**src/rtl/ccff_loader_pkg.sv**
```systemverilog
// ccff_loader_pkg
//   Shared types and width helpers for the CCFF bitstream loader.
//   - state_t     : loader FSM states
//   - cnt_width() : bit-counter width, wide enough to hold CHAIN_LEN itself
//   - idx_width() : word-bit index width, at least one bit even for 1-bit words
package ccff_loader_pkg;

  localparam int DEFAULT_CHAIN_LEN = 40;
  localparam int DEFAULT_WORD_W    = 32;

  typedef enum logic [1:0] {
    ST_IDLE  = 2'd0,
    ST_FETCH = 2'd1,
    ST_SHIFT = 2'd2,
    ST_DONE  = 2'd3
  } state_t;

  function automatic int cnt_width(input int chain_len);
    return $clog2(chain_len + 1);
  endfunction

  function automatic int idx_width(input int word_w);
    return (word_w > 1) ? $clog2(word_w) : 1;
  endfunction

endpackage

```
**src/rtl/ccff_word_shifter.sv**
```systemverilog
// ccff_word_shifter
//   Holds one bitstream word and serialises it LSB first.
//   Ports:
//     prog_clk  in  : programming clock
//     pReset    in  : synchronous active-high reset
//     load      in  : capture load_data, index back to 0 (wins over shift)
//     shift     in  : shift word right by one, advance index
//     load_data in  : WORD_W-bit word to capture
//     bit0      out : current serial bit (word register bit 0)
//     last_bit  out : index points at the final bit of the word
module ccff_word_shifter
  import ccff_loader_pkg::*;
#(
  parameter int WORD_W = DEFAULT_WORD_W,
  parameter int IDX_W  = idx_width(DEFAULT_WORD_W)
) (
  input  logic              prog_clk,
  input  logic              pReset,
  input  logic              load,
  input  logic              shift,
  input  logic [WORD_W-1:0] load_data,
  output logic              bit0,
  output logic              last_bit
);

  localparam logic [IDX_W-1:0] IDX_LAST = IDX_W'(WORD_W - 1);

  logic [WORD_W-1:0] word_reg;
  logic [WORD_W-1:0] word_next;
  logic [IDX_W-1:0]  idx_reg;
  logic [IDX_W-1:0]  idx_next;

  // Per-bit next value: load, shift in from the bit above (zero at the top), or hold.
  for (genvar gi = 0; gi < WORD_W; gi++) begin : g_bit
    logic upper;
    if (gi == WORD_W - 1) begin : g_top
      assign upper = 1'b0;
    end else begin : g_mid
      assign upper = word_reg[gi+1];
    end
    assign word_next[gi] = load ? load_data[gi] : (shift ? upper : word_reg[gi]);
  end

  assign last_bit = (idx_reg == IDX_LAST);
  assign bit0     = word_reg[0];

  always_comb begin
    idx_next = idx_reg;
    if (load) begin
      idx_next = '0;
    end else if (shift) begin
      idx_next = last_bit ? '0 : idx_reg + IDX_W'(1);
    end
  end

  always_ff @(posedge prog_clk) begin
    if (pReset) begin
      word_reg <= '0;
      idx_reg  <= '0;
    end else begin
      word_reg <= word_next;
      idx_reg  <= idx_next;
    end
  end

endmodule

```
**src/rtl/ccff_bitstream_loader.sv**
```systemverilog
// ccff_bitstream_loader
//   Streams word-wide configuration data onto a CCFF chain, one bit per
//   shift_en cycle, optionally checking the chain tail against the head.
//   Ports:
//     prog_clk, pReset         : clock, synchronous active-high reset
//     start, verify            : begin a pass (IDLE only); verify sampled with start
//     word_data/valid/ready    : bitstream source handshake, LSB shifted first
//     ccff_head, shift_en      : serial data and advance strobe to the chain
//     ccff_tail                : last CCFF output, used in verify mode
//     busy, done, error        : status; error is sticky until the next start
module ccff_bitstream_loader
  import ccff_loader_pkg::*;
#(
  parameter int CHAIN_LEN = DEFAULT_CHAIN_LEN,
  parameter int WORD_W    = DEFAULT_WORD_W
) (
  input  logic              prog_clk,
  input  logic              pReset,
  input  logic              start,
  input  logic              verify,
  input  logic [WORD_W-1:0] word_data,
  input  logic              word_valid,
  output logic              word_ready,
  output logic              ccff_head,
  output logic              shift_en,
  input  logic              ccff_tail,
  output logic              busy,
  output logic              done,
  output logic              error
);

  localparam int CNT_W = cnt_width(CHAIN_LEN);
  localparam int IDX_W = idx_width(WORD_W);
  localparam logic [CNT_W-1:0] LAST_SHIFT = CNT_W'(CHAIN_LEN - 1);

  state_t           state_reg, state_next;
  logic [CNT_W-1:0] bit_cnt_reg, bit_cnt_next;
  logic             verify_reg, verify_next;
  logic             error_reg, error_next;

  logic load;
  logic shift;
  logic bit0;
  logic last_bit;
  logic last_shift;

  ccff_word_shifter #(
    .WORD_W (WORD_W),
    .IDX_W  (IDX_W)
  ) u_shifter (
    .prog_clk  (prog_clk),
    .pReset    (pReset),
    .load      (load),
    .shift     (shift),
    .load_data (word_data),
    .bit0      (bit0),
    .last_bit  (last_bit)
  );

  // The shift happening this cycle is the final one of the chain.
  assign last_shift = (bit_cnt_reg == LAST_SHIFT);

  always_comb begin
    state_next   = state_reg;
    bit_cnt_next = bit_cnt_reg;
    verify_next  = verify_reg;
    error_next   = error_reg;
    word_ready   = 1'b0;
    load         = 1'b0;
    shift        = 1'b0;

    case (state_reg)
      ST_IDLE: begin
        if (start) begin
          state_next   = ST_FETCH;
          verify_next  = verify;
          bit_cnt_next = '0;
          error_next   = 1'b0;
        end
      end

      ST_FETCH: begin
        word_ready = 1'b1;
        if (word_valid) begin
          load       = 1'b1;
          state_next = ST_SHIFT;
        end
      end

      ST_SHIFT: begin
        shift        = 1'b1;
        bit_cnt_next = bit_cnt_reg + CNT_W'(1);
        if (verify_reg && (ccff_tail != bit0)) begin
          error_next = 1'b1;
        end
        // Chain length wins over word position: a partial final word is
        // simply abandoned and no further word is requested.
        if (last_shift) begin
          state_next = ST_DONE;
        end else if (last_bit) begin
          // Ask for the next word in the same cycle so a ready source
          // keeps the chain moving without a bubble.
          word_ready = 1'b1;
          if (word_valid) begin
            load = 1'b1;
          end else begin
            state_next = ST_FETCH;
          end
        end
      end

      ST_DONE: begin
        state_next = ST_IDLE;
      end

      default: begin
        state_next = ST_IDLE;
      end
    endcase
  end

  always_ff @(posedge prog_clk) begin
    if (pReset) begin
      state_reg   <= ST_IDLE;
      bit_cnt_reg <= '0;
      verify_reg  <= 1'b0;
      error_reg   <= 1'b0;
    end else begin
      state_reg   <= state_next;
      bit_cnt_reg <= bit_cnt_next;
      verify_reg  <= verify_next;
      error_reg   <= error_next;
    end
  end

  // All of these decode registered state only; head is forced low outside
  // SHIFT so the chain input is quiet while stalled or idle.
  assign shift_en  = (state_reg == ST_SHIFT);
  assign ccff_head = shift_en & bit0;
  assign busy      = (state_reg != ST_IDLE);
  assign done      = (state_reg == ST_DONE);
  assign error     = error_reg;

endmodule
```
**config.mk**
```make
export PLATFORM = sky130hd
export DESIGN_NAME = ccff_bitstream_loader
export DESIGN_NICKNAME = d
export VERILOG_FILES = /design/src/rtl/ccff_loader_pkg.sv /design/src/rtl/ccff_word_shifter.sv /design/src/rtl/ccff_bitstream_loader.sv
export SDC_FILE = /design/constraint.sdc
export NUM_CORES = 1
export LEC_CHECK = 0
export BUFFER_PORTS_ARGS = -buffer_cell sky130_fd_sc_hd__buf_2
export CAP_MARGIN = 20
export CORE_MARGIN = 3
export CORE_UTILIZATION = 23
export CTS_BUF_LIST = sky130_fd_sc_hd__clkbuf_2 sky130_fd_sc_hd__clkbuf_4 sky130_fd_sc_hd__clkbuf_8
export CTS_CLUSTER_SIZE = 40
export DETAILED_ROUTE_END_ITERATION = 8
export SYNTH_ARGS = -nofsm -noshare
export SYNTH_HDL_FRONTEND = slang
export SYNTH_SLANG_ARGS = --single-unit
```
**constraint.sdc**
```tcl
create_clock -name prog_clk -period 2 [get_ports prog_clk]
set_clock_uncertainty 0.05 [all_clocks]
set_input_delay 0.2 -clock prog_clk [delete_from_list [all_inputs] [get_ports prog_clk]]
set_output_delay 0.2 -clock prog_clk [all_outputs]
set_load 0.03 [all_outputs]
```
# ---- After elaboration in Yosys (flattened, before gate mapping)
# Cells that the tools add are included.
dict set report op_classes {
  n_addsub 2
  n_eq_ne 11
  mux 84
  bitwise_logic 1
  n_reduce_logical 10
}
# cell n
set op_table {}
lappend op_table {{1-bit 2-to-1 mux} 72}
lappend op_table {{6-bit one-hot mux with 2 select lines} 1}
lappend op_table {{2-bit 2-to-1 mux} 5}
lappend op_table {{2-bit one-hot mux with 4 select lines} 1}
lappend op_table {{6-bit by 1-bit adder with 6-bit output (second input constant)} 1}
lappend op_table {{6-bit equality test (second input constant)} 1}
lappend op_table {{6-bit 2-to-1 mux} 1}
lappend op_table {{1-bit one-hot mux with 2 select lines} 3}
lappend op_table {{2-bit nonzero test} 3}
lappend op_table {{5-bit by 1-bit adder with 5-bit output (second input constant)} 1}
lappend op_table {{5-bit equality test (second input constant)} 1}
lappend op_table {{5-bit 2-to-1 mux} 1}
lappend op_table {{2-bit equality test (second input constant)} 2}
lappend op_table {{2-bit inequality test (second input constant)} 2}
lappend op_table {{2-bit AND reduction} 2}
lappend op_table {{4-bit AND reduction} 1}
lappend op_table {{3-bit by 1-bit inequality test with 1-bit output (second input constant)} 1}
lappend op_table {{3-bit by 2-bit inequality test with 1-bit output (second input constant)} 1}
lappend op_table {{3-bit AND reduction} 1}
lappend op_table {{2-bit by 1-bit equality test with 1-bit output (second input constant)} 1}
lappend op_table {{2-bit logical NOT} 1}
lappend op_table {{2-bit by 1-bit inequality test with 1-bit output (second input constant)} 1}
lappend op_table {{2-bit OR reduction} 1}
lappend op_table {{1-bit AND} 1}
lappend op_table {{2 further kinds} 2}
dict set report word_totals {
  register_bits 47
  in_bits 38
  out_inout_bits 6
  wordCells 114
}

# ---- Depth between registers and ports, before layout
dict set report depth {
  ltp_word 5
  depth_mapped 8
}

# ---- Hierarchy
# A second synthesis with hierarchy kept.
dict set report hier_totals {
  hier_cells 238
  hier_area_um2 2401.1
}
# module instances cells_per_inst area_each_um2
set by_module_without_submodules {}
lappend by_module_without_submodules {ccff_word_shifter 1 162 1760.4}
lappend by_module_without_submodules {ccff_bitstream_loader 1 76 640.6}

# ---- Least setup slack after synthesis
# No wires, ideal clock.
dict set report synth_timing {
  path_type {register to output}
  start {register state_reg[0]}
  end {output port ccff_head}
  arrival_ps 1587
  path_slack_ps 163
  path_stages_with_launch 6
  path_buffers 2
  path_cell_list {dfxtp_1 > inv_1 > ha_1 > buf_4 > buf_2 > and2_1}
}
dict set report synth_between {
  elab_chain_len 2
}
# element line
set synth_rtl {}
lappend synth_rtl {{start: declaration} ccff_bitstream_loader.sv:36} ;# state_t state_reg, state_next;
lappend synth_rtl {{start signal: assignment} ccff_bitstream_loader.sv:129} ;# state_reg <= state_next;
lappend synth_rtl {{2-bit equality test} ccff_bitstream_loader.sv:138} ;# assign shift_en = (state_reg == ST_SHIFT);
lappend synth_rtl {{net shift_en} ccff_bitstream_loader.sv:25} ;# output logic shift_en,
lappend synth_rtl {{1-bit AND} ccff_bitstream_loader.sv:139} ;# assign ccff_head = shift_en & bit0;
lappend synth_rtl {{end: declaration} ccff_bitstream_loader.sv:24} ;# output logic ccff_head,
# The timed path passes the listed nets, and every way through them passes these cells.

# ---- Worst setup path in the final report
dict set report layout_timing {
  start {register u_shifter.idx_reg[0]}
  end {output port word_ready}
}
dict set report layout_between {
  elab_chain_len 4
}
# element line
set layout_rtl {}
lappend layout_rtl {{start: declaration} ccff_word_shifter.sv:30} ;# logic [IDX_W-1:0] idx_reg;
lappend layout_rtl {{start signal: assignment} ccff_word_shifter.sv:62} ;# idx_reg <= idx_next;
lappend layout_rtl {{5-bit equality test} ccff_word_shifter.sv:44} ;# assign last_bit = (idx_reg == IDX_LAST);
lappend layout_rtl {{1-bit 2-to-1 mux} ccff_bitstream_loader.sv:100} ;# end else if (last_bit) begin
lappend layout_rtl {{1-bit 2-to-1 mux} ccff_bitstream_loader.sv:98} ;# if (last_shift) begin
lappend layout_rtl {{1-bit one-hot mux with 2 select lines} ccff_bitstream_loader.sv:72} ;# case (state_reg)
lappend layout_rtl {{end: declaration} ccff_bitstream_loader.sv:23} ;# output logic word_ready,
# No other way between the ends.

==> results.yml <==
floorplanning:
  coreArea_um2: 10000
  die-area_um2: 11900
  ios: 44
  die_h_um: 109
  num_rows: 36
  initial_core_util_pct: 24.3
  chipWidth_um: 109
setup_path:
  arrival_ns: 1.69
  cp_data_required_time_ns: 1.75
  reg2reg_depth: 7
  r2r_slack_ns: 0.11
  path_max_fanout: 6
  critPathKind: "flip-flop to primary output"
  end_kind: "primary output"
  r2r_start: "u_shifter.idx_reg[1]$_SDFFE_PP0N_"
  start_kind: "flip-flop"
  reg2reg_to: "state_reg[1]$_SDFFE_PP0P_"
flow_run:
  drv_cap: 0
sta:
  min_period_over_period_pct: 96.9
  setup_viol: 0
  grt_setup_unrepaired: "false"
  setup_ws_ns: 0.0626
  period_minus_slack_ns: 1.94
  holdWs_ns: 0.0984
  relSlewSlack_pct: 75.2
  slew_violations: 0
  fin_tns_setup_ns: 0
  tightestPinTransition_ns: 0.372
  hold_viol_final: 0
  clock.fmax_mhz: 516
grt:
  grt_start_max_net_pins: 34
  globalRouteTotalUtil_pct: 9.73
  grt-ovfl-total: 0
  grt_pass1_vias: 1924
  antenna_found_initial: 0
  grt_pass1_wl_um: 9180
detailed_routing:
  dr.pass1.iters: 4
  drtAntennaViolNets: 0
  vias_per_cell: 4.63
  drcViolationCount: 0
  vias: 1939
  drt_iter0_markers: 89
  wl_per_cell_um: 13.6
  routed_wl_um: 5690
clock_network:
  clk-insertion-delay-late_ns: 0.30
  clock_path_buffers: 2
  cts_tree: "built"
  hold_buffers: 0
  clock-root-buffer: "clkbuf_8"
  cts_sinks: 47
  cts_buffers: 5
  cts_setup_buffers: 0
  clk_pin_slew_ns: 0.09
  htree_levels: 2
layout:
  drive_gt1_share_pct: 29.7
  largest_reg_flops: 32
  syn_to_final_growth_pct: 22.2
  final_nets: 331
  antennaDiodeCount: 0
  final_cell_mix: "dfxtp_1 (44), buf_2 (42), a21oi_1 (37), mux2i_1 (33), a211oi_1 (23)"
  mostFrequentLayoutCell: "dfxtp_1"
logic_synthesis:
  syn_nets: 291
  synth_top_flop_cell: "dfxtp_1"
  ys_ff_latch: 47
  synthCells: 245
  synth_edf_count: 0
  syn_avg_cell_area_um2: 9.97
  yosys_warnings: 0
  synth_area_um2: 2440
  async_flop_share_pct: 0
  synth_cell_types: 42
  ys_seq_area_share_pct: 38.5
outcome:
  status: "complete, no violations"
placement:
  gp_congestion: 0.788
  dp_hpwl_um: 3810
  dp_slack_ns: 0.0222
  io_buffers: 43
power:
  seqPwrFrac_pct: 38.2
  pwr_density_cell_nw_per_um2: 1050
  vdd_ir_drop_max_mv: 0.501
  switchingPower_mw: 1.10
  p_int_mw: 2.03
  p_comb_share_pct: 38.7
  p_leak_nw: 1.09
  power.share.clock_pct: 23.1
  sw_frac_of_total_pct: 35.1
worst_hold_path:
  hold_path_depth: 3
  hp-start: "verify"
  hold_path.class: "input port to flip-flop"
  worstHoldEndpoint: "verify_reg$_SDFFE_PP0P_"
==> power groups by stage <==
stage / Sequential (mW) / Clock [mW] / Combinational (mW)
4_1_cts: 1.19 / 0.749 / 1.22
3_3_place_gp: 1.21 / 0 / 1.14
5_1_grt: 1.22 / 0.780 / 1.32
2_1_floorplan: 1.19 / 0 / 0.893
6_report: 1.20 / 0.723 / 1.21
3_5_place_dp: 1.21 / 0 / 1.15
==> per-stage QoR <==
stage	cell area (µm²)	utilization [%]	power [mW]	instances
5_1_grt	2990	29.7	3.32	419
2_1_floorplan	2440	-	2.09	245
6_report	2990	29.7	3.13	419
4_1_cts	2970	29.6	3.17	419
3_3_place_gp	2800	27.9	2.34	410
3_5_place_dp	2800	27.9	2.37	410
==> routing by layer <==
| layer | up-vias | track usage, % | share of wire (%) |
|---|---|---|---|
| met5 | - | 0 | 0 |
| met1 | 900 | 12.1 | 46 |
| met2 | 32 | 16.6 | 49 |
| met4 | 0 | 3.07 | 1.6 |
| li1 | 1001 | - | - |
| met3 | 6 | 2.19 | 3.6 |
==> what timing repair did <==
item | in CTS | in global routing
setup endpoints to repair | 2 | 12
gates resized for setup | 5 | 5
cloned | 1 | 0
==> Yosys cell counts, drive strengths merged, types with 3 or more instances <==
library cell	number	share of area, %
dfxtp	47	39
ha	8	4.1
xor2	5	1.8
inv	3	0.46
nand2	7	1.1
nor3	5	1.0
a211oi	31	11
nand2b	4	1.0
nor2	9	1.4
buf	13	4.6
o21ai	5	1.9
clkbuf	7	1.4
and3	3	0.82
mux2i	33	14
nand3	3	0.61
a21oi	37	7.6
==> area by class of cell <==
| class | instances | area, µm² |
|---|---|---|
| timing repair buffer | 53 | 368 |
| inverter | 3 | 11.3 |
| multi-input combinational | 175 | 1380 |
| tap | 133 | 166 |
| clock inverter | 3 | 46.3 |
| sequential | 47 | 945 |
| fill | 1072 | 7060 |
| clock buffer | 5 | 68.8 |
==> how the worst max path moves through the flow <==
stage	start	depth (start not counted)	slack, ns	to
finish	u_shifter.idx_reg[0]$_SDFFE_PP0N_	6	0.06	word_ready
global route	u_shifter.idx_reg[1]$_SDFFE_PP0N_	6	0.001	word_ready
CTS	u_shifter.idx_reg[0]$_SDFFE_PP0N_	6	0.01	word_ready
detailed placement	u_shifter.idx_reg[0]$_SDFFE_PP0N_	7	0.02	state_reg[1]$_SDFFE_PP0P_
global placement	u_shifter.idx_reg[0]$_SDFFE_PP0N_	7	0.13	state_reg[1]$_SDFFE_PP0P_
floorplan	state_reg[0]$_SDFFE_PP0P_	5	0.16	ccff_head
==> critical path, cell delays in order, from the launching register on <==
cell     delay (ns)
dfxtp_2        0.34
ha_2           0.19
and3_4         0.18
ha_4           0.17
o211a_4        0.15
o21a_1         0.19
buf_4          0.17
==> logic make-up (layout without fill, tap and decap cells) <==
kind of cell / Yosys count / in the layout / synth area share (%)
simple gates: 44 / 44 / 10.6
mux: 35 / 35 / 14.4
fa+ha+maj: 8 / 8 / 4.10
xor+xnor: 5 / 5 / 1.79
buf+inv: 23 / 64 / 6.40
flops: 47 / 47 / 38.5
compound gates: 83 / 83 / 24.2
Note: power is estimated with default switching activity, not from simulation.
